**src/rtl/bram_rd_stream_if.sv**
```systemverilog
// =============================================================================
// bram_rd_stream_if : valid/ready stream carrying BRAM words with an end-of-burst flag.
// Rev 1.0
// =============================================================================
`default_nettype none

interface bram_rd_stream_if #(
  parameter int DATA_W = 32
);
  logic [DATA_W-1:0] m_data;
  logic              m_valid;
  logic              m_last;
  logic              m_ready;

  modport master (output m_data, output m_valid, output m_last, input m_ready);
  modport slave  (input m_data, input m_valid, input m_last, output m_ready);
endinterface

`default_nettype wire

```
**src/rtl/bram_rd_stream.sv**
```systemverilog
// =============================================================================
// bram_rd_stream : snoops BRAM read strobes, captures data at RD_LAT, streams it out of a FWFT FIFO.
// Optional macro BRAM_RD_BYTESWAP_EN byte-reverses each stored word.  Rev 1.0
// =============================================================================
`default_nettype none

module bram_rd_stream #(
  parameter int DATA_W     = 32,
  parameter int RD_LAT     = 1,
  parameter int FIFO_DEPTH = 16
) (
  input  wire logic                          clk,
  input  wire logic                          rst_n,
  input  wire logic                          ram_en,
  input  wire logic [3:0]                    ram_we,
  input  wire logic                          read_over,
  input  wire logic [DATA_W-1:0]             ram_rd_data,
  bram_rd_stream_if.master                   m_if,
  output logic [$clog2(FIFO_DEPTH):0]        fifo_level,
  output logic                               ovf_err,
  input  wire logic                          err_clr
);

  localparam int AW = $clog2(FIFO_DEPTH);
  localparam logic [AW:0] FULL_LVL = (AW+1)'(FIFO_DEPTH);

  logic [RD_LAT-1:0] tag_v_q, tag_v_d;
  logic [RD_LAT-1:0] tag_l_q, tag_l_d;
  logic [RD_LAT-1:0] tag_l_eff;
  logic [AW-1:0]     wr_ptr_q, wr_ptr_d;
  logic [AW-1:0]     rd_ptr_q, rd_ptr_d;
  logic [AW:0]       level_q, level_d;
  logic              ovf_q, ovf_d;

  logic [DATA_W-1:0] mem_q      [FIFO_DEPTH];
  logic              mem_last_q [FIFO_DEPTH];

  logic              rd_issue;
  logic              push, push_last, push_ok, pop, drop, empty, full;
  logic [DATA_W-1:0] push_data;

  always_comb begin
    rd_issue = ram_en & (ram_we == 4'b0000);

    // read_over arrives one cycle after the final read, i.e. while its tag sits in stage 1
    tag_l_eff    = tag_l_q;
    tag_l_eff[0] = tag_l_q[0] | read_over;

    tag_v_d    = '0;
    tag_l_d    = '0;
    tag_v_d[0] = rd_issue;
    for (int i = 1; i < RD_LAT; i++) begin
      tag_v_d[i] = tag_v_q[i-1];
      tag_l_d[i] = tag_l_eff[i-1];
    end
  end

  always_comb begin
    push      = tag_v_q[RD_LAT-1];
    push_last = tag_l_eff[RD_LAT-1];
`ifdef BRAM_RD_BYTESWAP_EN
    push_data = {ram_rd_data[7:0], ram_rd_data[15:8], ram_rd_data[23:16], ram_rd_data[31:24]};
`else
    push_data = ram_rd_data;
`endif
  end

  always_comb begin
    empty   = (level_q == '0);
    full    = (level_q == FULL_LVL);
    pop     = ~empty & m_if.m_ready;
    // the producer cannot stall, so a full FIFO without a pop loses the word
    drop    = push & full & ~pop;
    push_ok = push & ~drop;

    wr_ptr_d = wr_ptr_q;
    rd_ptr_d = rd_ptr_q;
    level_d  = level_q;
    if (push_ok) wr_ptr_d = wr_ptr_q + AW'(1);
    if (pop)     rd_ptr_d = rd_ptr_q + AW'(1);
    case ({push_ok, pop})
      2'b10:   level_d = level_q + (AW+1)'(1);
      2'b01:   level_d = level_q - (AW+1)'(1);
      default: level_d = level_q;
    endcase

    ovf_d = ovf_q;
    if (drop)         ovf_d = 1'b1;
    else if (err_clr) ovf_d = 1'b0;
  end

  always_ff @(posedge clk) begin
    if (!rst_n) begin
      tag_v_q  <= '0;
      tag_l_q  <= '0;
      wr_ptr_q <= '0;
      rd_ptr_q <= '0;
      level_q  <= '0;
      ovf_q    <= 1'b0;
    end else begin
      tag_v_q  <= tag_v_d;
      tag_l_q  <= tag_l_d;
      wr_ptr_q <= wr_ptr_d;
      rd_ptr_q <= rd_ptr_d;
      level_q  <= level_d;
      ovf_q    <= ovf_d;
    end
  end

  // storage needs no reset: pointers and level define which entries are live
  always_ff @(posedge clk) begin
    if (push_ok) begin
      mem_q[wr_ptr_q]      <= push_data;
      mem_last_q[wr_ptr_q] <= push_last;
    end
  end

  assign m_if.m_valid = ~empty;
  assign m_if.m_data  = empty ? '0 : mem_q[rd_ptr_q];
  assign m_if.m_last  = ~empty & mem_last_q[rd_ptr_q];
  assign fifo_level   = level_q;
  assign ovf_err      = ovf_q;

endmodule

`default_nettype wire

```
**src/flat_wrapper.sv**
```systemverilog
// flat-port wrapper written by rule: the top's interface ports become plain ports
module bram_rd_stream_flat 
#(
  parameter int DATA_W     = 32,
  parameter int RD_LAT     = 1,
  parameter int FIFO_DEPTH = 16
)
  (clk, rst_n, ram_en, ram_we, read_over, ram_rd_data, fifo_level, ovf_err, err_clr, m_if_m_data, m_if_m_valid, m_if_m_last, m_if_m_ready);
  bram_rd_stream_if #(.DATA_W(DATA_W)) m_if_i ();
  input  wire logic clk;
  input  wire logic rst_n;
  input  wire logic ram_en;
  input  wire logic [3:0] ram_we;
  input  wire logic read_over;
  input  wire logic [DATA_W-1:0] ram_rd_data;
  output logic [$clog2(FIFO_DEPTH):0] fifo_level;
  output logic ovf_err;
  input  wire logic err_clr;
  output wire logic [$bits(m_if_i.m_data)-1:0] m_if_m_data;
  output wire logic [$bits(m_if_i.m_valid)-1:0] m_if_m_valid;
  output wire logic [$bits(m_if_i.m_last)-1:0] m_if_m_last;
  input wire logic [$bits(m_if_i.m_ready)-1:0] m_if_m_ready;
  assign m_if_m_data = m_if_i.m_data;
  assign m_if_m_valid = m_if_i.m_valid;
  assign m_if_m_last = m_if_i.m_last;
  assign m_if_i.m_ready = m_if_m_ready;
  bram_rd_stream #(.DATA_W(DATA_W), .RD_LAT(RD_LAT), .FIFO_DEPTH(FIFO_DEPTH)) u_core (.clk(clk), .rst_n(rst_n), .ram_en(ram_en), .ram_we(ram_we), .read_over(read_over), .ram_rd_data(ram_rd_data), .m_if(m_if_i), .fifo_level(fifo_level), .ovf_err(ovf_err), .err_clr(err_clr));
endmodule
```
**config.mk**
```make
export PLATFORM = sky130hd
export DESIGN_NAME = bram_rd_stream_flat
export DESIGN_NICKNAME = d
export VERILOG_FILES = /design/src/rtl/bram_rd_stream_if.sv /design/src/rtl/bram_rd_stream.sv /design/src/flat_wrapper.sv
export SDC_FILE = /design/constraint.sdc
export NUM_CORES = 1
export LEC_CHECK = 0
export CAP_MARGIN = 20
export CORE_UTILIZATION = 50
export DETAILED_ROUTE_END_ITERATION = 8
export PLACE_DENSITY = 0.68
export RECOVER_POWER = 25
export SKIP_LAST_GASP = 1
export SYNTH_ARGS = -nofsm -noshare
export SYNTH_HDL_FRONTEND = slang
export SYNTH_SLANG_ARGS = --single-unit
```
**constraint.sdc**
```tcl
create_clock -name clk -period 4.5 [get_ports clk]
set_input_delay 1.125 -clock clk [delete_from_list [all_inputs] [get_ports clk]]
set_output_delay 1.125 -clock clk [all_outputs]
set_load 0.1 [all_outputs]
```
==> Word-level counts from Yosys, hierarchy flattened <==
Memories as Yosys holds them, arrays and structs flattened. A register that Yosys moved wholly into a read port is not among the register bits.
Index checks and enable logic that the tools add are counted.
{ "totals": {"out_inout_bits": 40, "input_bits": 42, "memories": 2, "reg_bits": 15, "ramBits": 528, "word_cells": 37} }
{ "mem_list": {"columns": ["memory", "words", "width", "rd", "rd_clocked_by_memory_dff", "write_ports", "line", "rtl"], "rows": [
  ["u_core.mem_q", 16, 32, 1, 1, 1, "bram_rd_stream.sv:35", "logic [DATA_W-1:0] mem_q [FIFO_DEPTH];"],
  ["u_core.mem_last_q", 16, 1, 1, 1, 1, "bram_rd_stream.sv:36", "logic mem_last_q [FIFO_DEPTH];"]
]} }
{ "classes": {"muxes": 10, "n_addsub": 4, "bitwise_logic": 9, "reduce_logical": 4, "eq_ne": 3} }
{ "op_table": {"columns": ["op", "count"], "rows": [
  ["$mux 32", 1],
  ["$mux 4", 4],
  ["$pmux 5 s2", 1],
  ["$add 4x1->4 const B", 2],
  ["$and 1x1->1", 6],
  ["$add 5x1->5 const B", 1],
  ["$eq 5x5->1 const B", 1],
  ["$logic_not 5->1", 1],
  ["$sub 5x1->5 const B", 1],
  ["$logic_not 4->1", 1],
  ["$mux 1", 4],
  ["$reduce_bool 2->1", 2],
  ["$not 1->1", 3],
  ["$eq 2x1->1 const B", 1],
  ["$eq 2x2->1 const B", 1]
]} }

==> Depth between registers and ports, before layout <==
{ "logic_depth": {"ltp_word": 9, "ltp_mapped": 9, "depth_no_buf": 9} }

==> Worst setup path after synthesis <==
No wires, ideal clock.
{ "synth_path": {"path_kind": "register to output", "start": "reg u_core.level_q[4] (netlist: u_core.fifo_level[4])", "end": "out m_if_m_data[22]", "stages_incl_launch_ff": 7, "path_buffers": 2, "t_arrival_ns": 3.720, "setup_slack_ns": -0.345, "required_ns": 3.375, "path_cell_list": "dfxtp_1 > inv_1 > nand2_1 > clkbuf_1 > clkbuf_1 > nand3_1 > o211ai_1"} }
{ "synth_between": {"elab_chain_len": 2} }
{ "synth_rtl": {"columns": ["element", "line", "rtl"], "rows": [
  ["from (decl)", "bram_rd_stream.sv:32", "logic [AW:0] level_q, level_d;"],
  ["from (signal assigned)", "bram_rd_stream.sv:105", "level_q <= level_d;"],
  ["$logic_not 5->1", "bram_rd_stream.sv:69", "empty = (level_q == '0);"],
  ["$mux 32", "bram_rd_stream.sv:119", "assign m_if.m_data = empty ? '0 : mem_q[rd_ptr_q];"],
  ["to (decl)", "flat_wrapper.sv:19", "output wire logic [$bits(m_if_i.m_data)-1:0] m_if_m_data;"]
]} }
Every way passes these cells.

==> Worst setup path after layout <==
{ "layout_path": {"start": "reg u_core.level_q[0] (netlist: u_core.fifo_level[0])", "end": "out m_if_m_data[15]"} }
Same word-level chain as after synthesis.

==> flow_metrics.env <==
export IMPL_outcome="complete, no violations"
export IMPL_grt_pass1_wl_mm=66.16
export IMPL_die_area_mm2=0.04309
export IMPL_diodes=0
export IMPL_finalSetupViolations=0
export IMPL_grt_max_degree=69
export IMPL_num_vias=9979
export IMPL_holdBufCountCts=0
export IMPL_post_drt_wl_per_cell_um=26.28
export IMPL_hp_class="reg2reg"
export IMPL_fillers=2911
export IMPL_coreArea_mm2=0.04129
export IMPL_overflow=0
export IMPL_cts_buffers=53
export IMPL_post_cts_buffers=0
export IMPL_clkSlewWorstSetupHoldPaths_ns=0.06
export IMPL_wl_mm=43.76
export IMPL_power_density_mw_per_mm2=471.3
export IMPL_dr_pass1_iters=6
export IMPL_antenna_found_initial=0
export IMPL_area_delta_synth_final_pct=17.28
export IMPL_relSlewSlack_pct=32.54
export IMPL_cpPeakStageDelay_ns=0.67
export IMPL_via_per_inst=5.993
export IMPL_avgSynthCellArea_um2=21.56
export IMPL_cts_tree="yes"
export IMPL_period_needed_ns=4.048
export IMPL_grt_pass1_vias=10420
export IMPL_whs_ns=0.5230
export IMPL_fin_crit_sh_pct=89.95
export IMPL_netlist_instances=980
export IMPL_drc=0
export IMPL_htreeDepth=2
export IMPL_p_leak_nw=7.476
export IMPL_nets=1149
export IMPL_cts_sinks=547
export IMPL_drv_cap=0
export IMPL_grt_setup_unrepaired="no"
export IMPL_fin_util_pct=60.02
export IMPL_crit_fanout=68
export IMPL_finalHoldViolations=0
export IMPL_endpoint_kind="output pin"
export IMPL_dp_hpwl_mm=25.85
export IMPL_max_freq_mhz=247.0
export IMPL_cts_resized=0
export IMPL_yosys_area_top_type="edfxtp_1"
export IMPL_die_h_um=207.6
export IMPL_die_w_um=207.6
export IMPL_reg2regPathDepth=10
export IMPL_clock_skew_ns=0.01644
export IMPL_finalMaxSlewViolations=0
export IMPL_worst_setup_path_start_kind="flip-flop"
export IMPL_synth_top_area_share_pct=75.03
export IMPL_ys_seq_area_share_pct=76.83
export IMPL_antenna_left=0
export IMPL_clock_latency_ns=0.59
export IMPL_yosysUniqueCellTypes=39
export IMPL_initial_utilization_pct=51.18
export IMPL_worstHoldPathCells=2
export IMPL_max_vdd_ir_drop_mv=0.4276
export IMPL_cts_buffer_depth=3
export IMPL_postSynthNetCount=1031
export IMPL_fin_setup_tns_ns=0
export IMPL_port_buffers=81
export IMPL_clock_tree_root_cell="clkbuf_16"
export IMPL_syn_area_mm2=0.02113
export IMPL_worst_path_buf_inv=2
export IMPL_row_count=74
export IMPL_ys_warn_count=0
export IMPL_ys_ff_latch=547
export IMPL_reg2reg_setup_slack_ns=1.47
export IMPL_worst_slew_pin_slew_ns=1.010
export IMPL_crit_arrival_ns=2.92
export IMPL_crit_family="buffers and inverters"
export IMPL_required_ns=3.38
export IMPL_cpMaxStageDelayCell="buf_4"
export IMPL_ios=82
export IMPL_totalPowerFinal_w=0.01168
export IMPL_cp_cell_sequence="nor4_4 -> nand2_2 -> buf_4 -> nand3_1 -> o211ai_1 -> buf_12"
export IMPL_layout_drive_gt1_share_pct=26.57
export IMPL_synthTopCellsByArea="edfxtp_1 (75%), mux4_2 (14%), mux2i_1 (1.9%), dfxtp_1 (1.8%), nand3_1 (1.6%)"
export IMPL_drtIter0Drc=835
export IMPL_cp_num_cells=6
export IMPL_gp_congestion=0.7942
export IMPL_grt_usage_pct=20.89
export IMPL_critical_path_class="reg2out"
[path summary, 6_finish.rpt]
path	end	start
worst max-delay path	m_if_m_data[15]	u_core.fifo_level[0]$_SDFFE_PN0P_
worst min-delay path	u_core.ovf_err$_SDFFE_PN0P_	u_core.ovf_err$_SDFFE_PN0P_
worst max register to register	u_core.fifo_level[4]$_SDFFE_PN0P_	u_core.fifo_level[0]$_SDFFE_PN0P_
worst min register to register	u_core.ovf_err$_SDFFE_PN0P_	u_core.ovf_err$_SDFFE_PN0P_
[through the flow]
stage / worst slack, ns / std cells / instance area (µm²)
global route: 0.3147 / 1665 / 24780
CTS: 0.3742 / 1665 / 24780
floorplan: 0.01537 / 980 / 21150
detailed placement: 0.8716 / 1575 / 23270
finish: 0.4520 / 1665 / 24780
global placement: 0.9445 / 1575 / 23270
[worst register-to-register path, delay by kind of cell, from the launching register on]
family / cells / cell delay [ns]
fa+ha+maj: 1 / 0.29
compound gates: 1 / 0.11
flops: 1 / 0.51
buf+inv: 2 / 0.87
simple gates: 6 / 1.20
[cell usage in the layout (no fill, tap or decap), types with 3 or more instances in the layout]
cell,synthesis,final
inv_6,0,3
inv_1,8,8
nor2_1,17,5
mux2i_1,41,41
nor3_4,0,3
dfxtp_4,0,3
dlygate4sd3_1,0,18
clkbuf_1,20,13
nand2b_1,9,8
o21a_1,3,3
mux4_2,132,132
nor2b_1,5,4
and2_1,6,5
buf_12,0,45
dfxtp_1,19,16
edfxtp_1,528,528
clkbuf_16,0,53
nor2_4,0,12
ha_1,8,8
clkdlybuf4s50_1,0,29
nand3_1,68,68
nand2_1,13,12
nand4_1,3,3
buf_4,2,28
o21ai_0,3,3
o211ai_1,34,34
clkinv_2,0,8
xnor2_1,4,4
clkinv_1,0,11
[flip-flops by register name, summed over array words and instances, names as in the netlist, named ones only]
| name | count |
|---|---|
| u_core.rd_ptr_q | 4 |
| u_core.wr_ptr_q | 4 |
| u_core.push | 1 |
| u_core.ovf_err | 1 |
| u_core.mem_last_q | 16 |
| u_core.fifo_level | 5 |
| u_core.mem_q | 512 |
[report_power, final]
part | switching (W) | internal, W | total (W)
logic | 0.00138 | 0.000721 | 0.00210
registers | 0.0000242 | 0.00559 | 0.00562
clock network | 0.00180 | 0.00216 | 0.00396
total | 0.00321 | 0.00847 | 0.0117
[logic make-up (layout without fill, tap and decap cells)]
logic type               Yosys count  in the layout  share of synthesized area [%]
AO/OA/AOI/OAI                     50             50                          1.806
XOR/XNOR                           4              4                         0.1658
adder cells (fa/ha/maj)            9              9                         0.5684
buffers and inverters             65            218                          1.379
flip-flops                       547            547                          76.83
multiplexers                     173            173                          16.01
AND/OR/NAND/NOR                  132            132                          3.245
[synthesized netlist by cell type]
cell type,instances
a211oi_1,1
a21o_1,1
a21oi_1,1
a21oi_2,1
a31oi_1,1
a32oi_1,1
and2_1,6
and3_1,1
and4_4,1
buf_1,3
buf_2,32
buf_4,2
clkbuf_1,20
dfxtp_1,19
edfxtp_1,528
fa_1,1
ha_1,8
inv_1,8
mux2i_1,41
mux4_2,132
nand2_1,13
nand2b_1,9
nand3_1,68
nand4_1,3
nor2_1,17
nor2b_1,5
nor3_1,5
nor4_1,1
nor4_4,1
o2111ai_1,1
o211ai_1,34
o211ai_2,1
o21a_1,3
o21a_4,1
o21ai_0,3
o21ai_2,1
or4_1,1
or4_4,1
xnor2_1,4
[area by class of cell]
| cell class | instances | area, µm² | share of cell area, % |
|---|---|---|---|
| Inverter | 8 | 30.03 | 0.1212 |
| Timing Repair Buffer | 120 | 1582 | 6.381 |
| Multi-Input combinational cell | 368 | 4748 | 19.16 |
| Sequential cell | 547 | 16250 | 65.55 |
| Clock inverter | 24 | 136.4 | 0.5503 |
| Tap cell | 532 | 665.6 | 2.686 |
| Clock buffer | 66 | 1375 | 5.548 |
[layer usage]
| metal | wire length [µm] | global-route usage, % | vias up |
|---|---|---|---|
| met4 | 1183 | 7.360 | 0 |
| met5 | 0 | 0 | - |
| met1 | 18250 | 27.76 | 5283 |
| met2 | 22570 | 35.73 | 283 |
| met3 | 1759 | 2.753 | 75 |
| li1 | - | - | 4338 |
Power figures use the tool's default switching activity.
